==> src/rtl/uart_rx_frontend.sv <==
// 8N1 UART receive front end: 2-flop synchronizer, 16x oversample tick divider,
// start-bit glitch reject, mid-bit sampling, frame-error and break handling.
module uart_rx_frontend #(
    parameter logic [9:0] DIV = 10'd325
) (
    input  logic       clk,
    input  logic       reset,
    input  logic       UART_RX,
    input  logic       rx_en,
    output logic [7:0] rx_data,
    output logic       rx_status,
    output logic       frame_err,
    output logic       busy
);

    typedef enum logic [2:0] {
        IDLE,
        START,
        DATA,
        STOP,
        BREAK
    } state_t;

    localparam logic [9:0] DIV_LAST = DIV - 10'd1;

    state_t      state;
    logic        sync_1;
    logic        rx_s;
    logic [9:0]  div_cnt;
    logic [3:0]  smp_cnt;
    logic [2:0]  bit_idx;
    logic [7:0]  shift_reg;
    logic        tick;
    logic        start_det;
    logic        mid_start;
    logic        bit_end;

    assign tick      = (div_cnt == DIV_LAST);
    assign start_det = (state == IDLE) && rx_en && !rx_s;
    assign mid_start = tick && (smp_cnt == 4'd7);
    assign bit_end   = tick && (smp_cnt == 4'd15);

    // Synchronizer flops reset to the idle-high line level so no false start
    // is seen as reset releases.
    always_ff @(posedge clk or negedge reset) begin
        if (!reset) begin
            sync_1 <= 1'b1;
            rx_s   <= 1'b1;
        end else begin
            // NOTE: sequential state uses non-blocking assignments so every flop
            // samples the pre-edge value of its neighbours (rx_s takes the old sync_1).
            sync_1 <= UART_RX;
            rx_s   <= sync_1;
        end
    end

    // Free-running divider and sample counter, re-phased to the falling start edge.
    always_ff @(posedge clk or negedge reset) begin
        if (!reset) begin
            div_cnt <= 10'd0;
            smp_cnt <= 4'd0;
        end else if (start_det) begin
            div_cnt <= 10'd0;
            smp_cnt <= 4'd0;
        end else if (tick) begin
            div_cnt <= 10'd0;
            if (state == START && smp_cnt == 4'd7)
                smp_cnt <= 4'd0;
            else
                smp_cnt <= smp_cnt + 4'd1;
        end else begin
            div_cnt <= div_cnt + 10'd1;
        end
    end

    always_ff @(posedge clk or negedge reset) begin
        if (!reset) begin
            state     <= IDLE;
            bit_idx   <= 3'd0;
            // NOTE: the 8-bit shift register is plain flops, not a RAM, so it is
            // reset along with the rest to give a defined state after reset.
            shift_reg <= 8'h00;
            rx_data   <= 8'h00;
            rx_status <= 1'b0;
            frame_err <= 1'b0;
            busy      <= 1'b0;
        end else begin
            rx_status <= 1'b0;
            frame_err <= 1'b0;
            case (state)
                IDLE: begin
                    if (start_det) begin
                        state <= START;
                        busy  <= 1'b1;
                    end
                end
                START: begin
                    // Mid-start-bit check: a line already high again was a glitch.
                    if (mid_start) begin
                        if (!rx_s) begin
                            state   <= DATA;
                            bit_idx <= 3'd0;
                        end else begin
                            state <= IDLE;
                            busy  <= 1'b0;
                        end
                    end
                end
                DATA: begin
                    if (bit_end) begin
                        shift_reg[bit_idx] <= rx_s;
                        if (bit_idx == 3'd7)
                            state <= STOP;
                        else
                            bit_idx <= bit_idx + 3'd1;
                    end
                end
                STOP: begin
                    if (bit_end) begin
                        if (rx_s) begin
                            rx_data   <= shift_reg;
                            rx_status <= 1'b1;
                            state     <= IDLE;
                            busy      <= 1'b0;
                        end else begin
                            frame_err <= 1'b1;
                            state     <= BREAK;
                        end
                    end
                end
                BREAK: begin
                    // Line held low after a bad stop: wait for idle before re-arming.
                    if (rx_s) begin
                        state <= IDLE;
                        busy  <= 1'b0;
                    end
                end
                default: begin
                    state <= IDLE;
                    busy  <= 1'b0;
                end
            endcase
        end
    end

endmodule

==> config.mk <==
export PLATFORM = sky130hd
export DESIGN_NAME = uart_rx_frontend
export DESIGN_NICKNAME = d
export VERILOG_FILES = /design/src/rtl/uart_rx_frontend.sv
export SDC_FILE = /design/constraint.sdc
export NUM_CORES = 1
export LEC_CHECK = 0
export ABC_AREA = 1
export ABC_CLOCK_PERIOD_IN_PS = 2300
export CORE_MARGIN = 2
export CORE_UTILIZATION = 55
export DETAILED_ROUTE_END_ITERATION = 10
export GPL_ROUTABILITY_DRIVEN = 1
export PLACE_DENSITY = 0.76
export SKIP_CTS_REPAIR_TIMING = 1
export SYNTH_ARGS = -nofsm -noshare
export SYNTH_HDL_FRONTEND = slang
export SYNTH_SLANG_ARGS = --single-unit
==> constraint.sdc <==
create_clock -name clk -period 2.3 [get_ports clk]
set_clock_uncertainty 0.05 [all_clocks]
set_input_delay 0.46 -clock clk [delete_from_list [all_inputs] [get_ports clk]]
set_output_delay 0.46 -clock clk [all_outputs]
set_load 0.05 [all_outputs]
==> impl_metrics.csv, run 1 <==
group,metric,value,unit
hold_path,hold_path_class,"input pin to asynchronous set/reset pin",
worst_setup_path,rr_worst_depth,9,
worst_setup_path,crit_chain,"clkdlybuf4s50_1",
cells_and_area,register_area,1030,um2
worst_setup_path,startpoint_type,"flip-flop",
drt,wl_per_cell,11.9,um
logic_synthesis,ys_seq_elements,41,
worst_setup_path,reg2reg_from,"div_cnt[0]",
cells_and_area,multiInputGateArea,956,um2
drt,viasPerCell,5.26,
cells_and_area,layout_commonest_cell,"nand2_1",
job,drv_cap,0,
sta,rsz0062_at_grt,"no",
drt,drtAntennaViolNets,0,
logic_synthesis,synthCells,258,
sta,min_period,1960,ps
drt,drt-initial-drc-count,98,
clock_network,clockRootBuffer,"clkbuf_8",
cells_and_area,largest_reg_flops,10,
worst_setup_path,cp.arrival,1450,ps
cells_and_area,area_growth,14.5,%
clock_network,numCtsBuffers,5,
floorplan,die_x,66.6,um
drt,drt_wl_total,3920,um
drt,drt_first_pass_iters,4,
placement,portBuffers,14,
worst_setup_path,cp_top_family,"buffers and inverters",
sta,tns,0,ps
clock_network,h-tree-depth,2,
logic_synthesis,avgSynthCellArea,8.34,um2
logic_synthesis,netlist_area,2150,um2
worst_setup_path,endpoint_kind,"output pin",
drt,num_vias,1725,
power_and_ir_drop,clkPwrFrac,47.4,%
power_and_ir_drop,p_switching,0.274,mW
worst_setup_path,regToRegEndpoint,"rx_data[3]",
power_and_ir_drop,p_leak,1.20,nW
clock_network,clockBufferDepth,2,
floorplan,chipHeight,66.6,um
clock_network,clock_sinks,41,
drt,drc,0,
logic_synthesis,synth_warnings,0,
power_and_ir_drop,power_density,583,nW/um2
grt,first_global_vias,1553,
floorplan,io-pin-count,15,
logic_synthesis,synth.distinct_cells,29,
sta,worst_slew_margin_rel,67.0,%
worst_setup_path,reg2reg_slack,560,ps
logic_synthesis,yosysSeqAreaShare,47.8,%
sta,fmax,510,MHz
power_and_ir_drop,ir_worst_vdd,0.534,mV
status,status,"completed",
sta,worst_pin_slew,493,ps
worst_setup_path,cpPeakStageDelay,800,ps
sta,hold_slack,14.4,ps
grt,grt_pass1_wl,6810,um
cells_and_area,fillers,314,
grt,overflow,0,
clock_network,clk_latency,300,ps
grt,grt.total_usage,20.4,%
clock_network,cts_tree,"built",
sta,period_share,85.3,%
placement,post-dp-hpwl,2970,um
floorplan,core,3720,um2
cells_and_area,num_antenna_cells,0,
grt,antenna_found_initial,0,
floorplan,rows,22,
cells_and_area,final_core_util,66.3,%
logic_synthesis,syn_nets,267,
power_and_ir_drop,seq_power_share,50.6,%
sta,slew_violations,0,
sta,hold_violations,0,
worst_setup_path,cp_slowest_cell,"clkdlybuf4s50_1",
cells_and_area,nets,288,
sta,setup_violations,0,
worst_setup_path,crit_fanout,2,
cells_and_area,layout_common_cells,"nand2_1 (61), dfrtp_1 (39), inv_1 (29), nor2_1 (28), nand3_1 (28)",
cells_and_area,drive_gt1_share,11.8,%
power_and_ir_drop,sw_frac_of_total,19.1,%
worst_setup_path,cp.buffers_inverters,1,
worst_setup_path,cp.required,1790,ps
power_and_ir_drop,p_int,1.16,mW
power_and_ir_drop,combinationalPowerShare,2.0,%
worst_setup_path,critical_path_class,"flip-flop to output pin",
floorplan,dieArea,4430,um2
clock_network,clk_pin_slew,80,ps
grt,grt_max_degree,18,
placement,routabilityCongestion,0.936,
floorplan,start_util,57.9,%
==> power by group through the flow <==
stage | sequential, mW | clock (mW) | combinational [mW]
5_1_grt | 0.728 | 0.720 | 0.0332
4_1_cts | 0.727 | 0.698 | 0.0301
3_3_place_gp | 0.742 | 0 | 0.0294
6_report | 0.728 | 0.681 | 0.0288
2_1_floorplan | 0.738 | 0 | 0.0126
3_5_place_dp | 0.742 | 0 | 0.0300
==> worst max path at each step <==
stage	start	cells after the start	end	slack, ps
final	rx_data[5]	1	rx_data[5]	340
after global routing	rx_data[2]	1	rx_data[2]	290
after CTS	rx_data[5]	1	rx_data[5]	320
after detailed placement	rx_en	8	smp_cnt[3]	310
after global placement	rx_en	8	smp_cnt[3]	370
after floorplan	div_cnt[0]	9	rx_data[0]	820
==> synthesized netlist by cell type (all sizes together) <==
cell / instances / share of area [%]
inv: 33 / 6.3
nor2: 32 / 6.3
o21ai: 12 / 2.8
nand3b: 1 / 0.35
nand3: 28 / 6.5
nand4: 13 / 4.1
nor3: 12 / 4.6
dfrtp: 39 / 45
buf: 2 / 1.5
ha: 5 / 2.9
o22ai: 1 / 0.58
dfstp: 2 / 2.4
a21oi: 7 / 1.8
o21a: 1 / 0.35
nor4: 2 / 0.58
nand2: 66 / 13
xor2: 2 / 0.81
==> cell families (layout without fill, tap and decap cells) <==
logic type / Yosys count / count (layout) / synth area share (%)
simple gates: 154 / 154 / 35.2
flops: 41 / 41 / 47.8
buf+inv: 35 / 57 / 7.79
compound gates: 21 / 21 / 5.52
fa+ha+maj: 5 / 5 / 2.91
xor+xnor: 2 / 2 / 0.814
==> per-layer routing <==
metal	global-route usage [%]	wire length [um]	vias up
met1	27.3	1960	800
li1	-	-	884
met3	5.07	145	7
met2	32.1	1750	34
met4	7.65	61	0
met5	0	0	-
==> metrics by stage <==
step           area, um2  setup WS, ps  cells  power (mW)
2_1_floorplan       2150           820    258       0.751
3_3_place_gp        2330           367    320       0.771
3_5_place_dp        2330           308    320       0.772
4_1_cts             2460           325    328        1.46
5_1_grt             2460           293    328        1.48
6_report            2460           339    328        1.44
==> area by class of cell <==
| cell class | instances | area share, % |
|---|---|---|
| multi-input cells | 182 | 38.8 |
| clock buffers | 5 | 2.79 |
| clock inverters | 3 | 2.64 |
| well taps | 48 | 2.44 |
| inverters | 33 | 5.53 |
| repair buffers | 16 | 6.09 |
| flip-flops and latches | 41 | 41.7 |
No activity file was read; power rests on OpenSTA's default activity.
==> run 2: changes to the inputs <==
MAX_ROUTING_LAYER = met4   (was not set)
==> run 2 against run 1 <==
Design area down 1.3%. Wire length down 3.2%. Clock power down 26%. Core utilization down 0.88 points. Critical path depth unchanged. Cell count unchanged. Combinational power about the same. Total power down 12%. Sequential share of layout area up 0.56 points. Critical path type unchanged. Critical endpoint is now busy.
==> impl_metrics.csv, run 2 (synthesis results as in run 1) <==
group,metric,value,unit
status,status,"completed",
floorplan,dieArea,4430,um2
sta,min_period,1950,ps
worst_setup_path,reg2reg_slack,530,ps
cells_and_area,largest_reg_flops,10,
worst_setup_path,regToRegEndpoint,"rx_data[2]",
placement,routabilityCongestion,0.988,
clock_network,clk_latency,290,ps
sta,hold_violations,0,
placement,post-dp-hpwl,2950,um
sta,setup_violations,0,
worst_setup_path,reg2reg_from,"div_cnt[0]",
drt,drt_wl_total,3790,um
worst_setup_path,cp_slowest_cell,"clkdlybuf4s50_1",
sta,worst_pin_slew,489,ps
worst_setup_path,path_depth,1,
clock_network,clk_pin_slew,80,ps
cells_and_area,num_antenna_cells,0,
worst_setup_path,rr_worst_depth,9,
clock_network,clockBufferDepth,2,
clock_network,numCtsBuffers,5,
cells_and_area,nets,288,
grt,overflow,0,
clock_network,clock_sinks,41,
sta,rsz0062_at_grt,"no",
floorplan,die_x,66.6,um
grt,gr-usage-met3,4.05,%
sta,tns,0,ps
cells_and_area,layout_common_cells,"nand2_1 (61), dfrtp_1 (39), inv_1 (29), nor2_1 (28), nand3_1 (28)",
job,drv_cap,0,
grt,grt_pass1_wl,6950,um
placement,placed_area,2330,um2
cells_and_area,area_growth,13.0,%
placement,portBuffers,14,
grt,grt_max_degree,18,
drt,drt-initial-drc-count,170,
power_and_ir_drop,power_density,519,nW/um2
sta,period_share,84.8,%
grt,grt.total_usage,21.3,%
worst_setup_path,cp.buffers_inverters,1,
worst_setup_path,cp.arrival,1440,ps
clock_network,cts_tree,"built",
floorplan,chipHeight,66.6,um
floorplan,rows,22,
worst_setup_path,critical_path_class,"flip-flop to output pin",
drt,drt_first_pass_iters,4,
drt,wl_per_cell,11.6,um
clock_network,clockRootBuffer,"clkbuf_8",
worst_setup_path,startpoint_type,"flip-flop",
drt,drc,0,
cells_and_area,layout_commonest_cell,"nand2_1",
sta,worst_slew_margin_rel,67.3,%
grt,first_global_vias,1594,
cells_and_area,drive_gt1_share,11.8,%
worst_setup_path,cp_top_family,"buffers and inverters",
sta,slew_violations,0,
worst_setup_path,endpoint,"busy",
cells_and_area,stdcell_area,2430,um2
floorplan,io-pin-count,15,
floorplan,start_util,57.9,%
worst_setup_path,critPathLaunch,"busy",
worst_setup_path,crit_fanout,2,
power_and_ir_drop,ir_worst_vdd,0.366,mV
worst_setup_path,crit_chain,"clkdlybuf4s50_1",
grt,use_met2,31.6,%
sta,fmax,513,MHz
drt,drtAntennaViolNets,0,
drt,viasPerCell,5.24,
grt,grt_util_met1,28.8,%
worst_setup_path,cpPeakStageDelay,800,ps
floorplan,core,3720,um2
worst_setup_path,endpoint_kind,"output pin",
drt,num_vias,1720,
power_and_ir_drop,p_leak,1.19,nW
hold_path,hold_path_class,"input pin to asynchronous set/reset pin",
clock_network,h-tree-depth,2,
grt,busiest_layer,"met2",
grt,antenna_found_initial,0,
power_and_ir_drop,power,1.26,mW
worst_setup_path,cp.required,1790,ps
[run 2: cell count changes in the layout (fill, tap and decap cells not counted)]
cell,delta
clkbuf_8,+2
bufinv_16,-2
[run 2: per-layer routing]
metal / vias to the layer above / share of wire (%) / wire (um)
met5: - / 0 / 0
met4: 0 / 0.61 / 23
met1: 788 / 50 / 1910
met2: 42 / 45 / 1710
met3: 2 / 4.1 / 154
li1: 888 / - / -
[run 2: how the worst min path moves through the flow]
stage	startpoint	to	slack [ps]	cells after the start
after global placement	sync_1	rx_s	300	0
after global routing	reset	div_cnt[0]	40	1
after floorplan	reset	bit_idx[0]	110	0
after CTS	reset	div_cnt[2]	20	1
after detailed placement	sync_1	rx_s	300	0
final	reset	div_cnt[0]	20	1
[run 2: where the power goes]
part	leakage, nW	switching [mW]	internal, mW
clock	0.0542	0.235	0.271
combinational	0.589	0.0196	0.00902
sequential	0.546	0.00422	0.724
total	1.19	0.259	1.00
[run 2: through the flow]
step / std cells / hold slack [ps] / worst slack (ps) / utilization [%]
2_1_floorplan: 258 / 114 / 820 / -
3_3_place_gp: 320 / 296 / 369 / 62.7
3_5_place_dp: 320 / 298 / 337 / 62.7
4_1_cts: 328 / 22.3 / 335 / 65.5
5_1_grt: 328 / 41.6 / 292 / 65.5
6_report: 328 / 17.9 / 351 / 65.5
[run 2: layout make-up]
cell class / instances / area, um2
clock buffer: 7 / 96.3
clock inverter: 1 / 5.00
fill: 308 / 1280
inverter: 33 / 136
multi-input combinational: 182 / 956
sequential: 41 / 1030
tap: 48 / 60.1
timing repair buffer: 16 / 150
==> run 3: changes to the inputs <==
ABC_CLOCK_PERIOD_IN_PS = 1800   (was 2300)
clock period = 1.8 ns   (was 2.3 ns; I/O delays follow)
==> run 3 against run 2 <==
Combinational power grew 54%. Sequential share of layout area shrank 1.1 points. Worst hold slack gained 290 ps. Clock power grew 47%. Critical endpoint is now rx_data[0]. Largest power group unchanged.
==> impl_metrics.csv, run 3 (synthesis results as in run 1) <==
group,metric,value,unit
status,status,"completed",
worst_setup_path,cp.arrival,1820,ps
grt,grt_max_degree,26,
sta,setup_violations,0,
grt,grt.total_usage,21.5,%
drt,met3_length,134,um
placement,routabilityCongestion,0.901,
drt,drt-initial-drc-count,124,
clock_network,clockRootBuffer,"clkbuf_8",
grt,first_global_vias,1619,
cells_and_area,layout.cells.non_filler,336,
power_and_ir_drop,ir_worst_vdd,0.506,mV
sta,fmax,594,MHz
clock_network,clk_pin_slew,80,ps
placement,placed_area,2330,um2
floorplan,core,3720,um2
sta,rsz0062_at_grt,"yes",
cells_and_area,final_core_util,67.2,%
sta,hold_slack,311,ps
sta,tns,0,ps
sta,hold_violations,0,
sta,worst_slew_margin_rel,70.6,%
clock_network,clk_latency,290,ps
placement,post-dp-hpwl,3000,um
floorplan,rows,22,
worst_setup_path,startpoint_type,"flip-flop",
cells_and_area,largest_reg_flops,10,
clock_network,clock_sinks,41,
floorplan,io-pin-count,15,
floorplan,dieArea,4430,um2
worst_setup_path,critical_path_class,"flip-flop to flip-flop",
placement,portBuffers,14,
worst_setup_path,cp.required,1930,ps
drt,wl_per_cell,11.7,um
drt,drt_first_pass_iters,5,
power_and_ir_drop,power,1.72,mW
cells_and_area,layout_common_cells,"nand2_1 (61), dfrtp_1 (39), inv_1 (29), nand3_1 (28), nor2_1 (27)",
cells_and_area,num_antenna_cells,0,
cells_and_area,area_growth,16.0,%
drt,dr.max_layer_used,"met4",
sta,period_share,93.5,%
grt,overflow,0,
cells_and_area,fillers,329,
drt,drt_wl_total,3950,um
floorplan,chipHeight,66.6,um
sta,worst_pin_slew,440,ps
hold_path,hold_path_class,"flip-flop to flip-flop",
sta,min_period,1680,ps
clock_network,h-tree-depth,2,
floorplan,start_util,57.9,%
cells_and_area,nets,296,
power_and_ir_drop,power_density,688,nW/um2
worst_setup_path,crit_fanout,9,
drt,viasPerCell,5.20,
power_and_ir_drop,p_leak,1.26,nW
clock_network,numCtsBuffers,5,
grt,antenna_found_initial,0,
grt,grt_pass1_wl,7000,um
drt,drtAntennaViolNets,0,
floorplan,die_x,66.6,um
drt,m1WireLength,1940,um
clock_network,cts_tree,"built",
sta,fin_ws,117,ps
cells_and_area,register_area,1030,um2
cells_and_area,multiInputGateArea,958,um2
drt,drc,0,
placement,pre_cts_ws,42.6,ps
cells_and_area,drive_gt1_share,18.1,%
cells_and_area,stdcell_area,2500,um2
sta,slew_violations,0,
placement,dp_cells,322,
worst_setup_path,endpoint_kind,"flip-flop",
clock_network,clockBufferDepth,2,
drt,num_vias,1747,
cells_and_area,layout_commonest_cell,"nand2_1",
drt,dr_wl_met2,1840,um
job,drv_cap,0,
## run 3: cell types whose count changed in the layout (fill, tap and decap cells not counted)
cell	before	now
buf_12	0	1
buf_4	2	19
bufinv_16	0	1
clkbuf_8	7	5
clkdlybuf4s50_1	13	2
clkinv_2	1	0
clkinv_4	0	1
clkinvlp_4	0	1
dlygate4sd3_1	0	1
nor2_1	28	27
nor2_2	3	4
## run 3: routing by layer
layer	vias to the layer above	GRT usage, %
met3	2	5.24
li1	903	-
met1	813	28.1
met2	29	33.8
met4	0	5.87
met5	-	-
## run 3: power breakdown
part           switching (mW)  leakage [nW]  internal (mW)
Combinational          0.0285         0.658         0.0159
Sequential            0.00319         0.546          0.924
Clock                   0.331        0.0543          0.415
## run 3: path summary, 6_finish.rpt
| kind | start | to | slack (ps) | cells past startpoint |
|---|---|---|---|---|
| max | div_cnt[0] | rx_data[0] | 120 | 9 |
| min | sync_1 | rx_s | 310 | 0 |
| max reg2reg | div_cnt[0] | rx_data[0] | 120 | 9 |
| min reg2reg | sync_1 | rx_s | 310 | 0 |
| max in group asynchronous | reset | rx_status | 770 | 3 |
| min in group asynchronous | reset | div_cnt[1] | 470 | 2 |
## run 3: final cells by class
type,count,area share (%)
timing repair buffer,24,7.92
inverter,33,5.46
tap,48,2.41
sequential,41,41.2
multi-input combinational,182,38.4
clock inverter,3,1.85
clock buffer,5,2.76
## run 3: critical path: stages, from the launching register on
cell and delay [ps]:
dfrtp_1 420, inv_1 70, ha_1 200, nand4_1 140, nor2_2 130, nand2_1 110
nor2_4 210, nand2_4 110, nand2_1 90, nand2_1 50
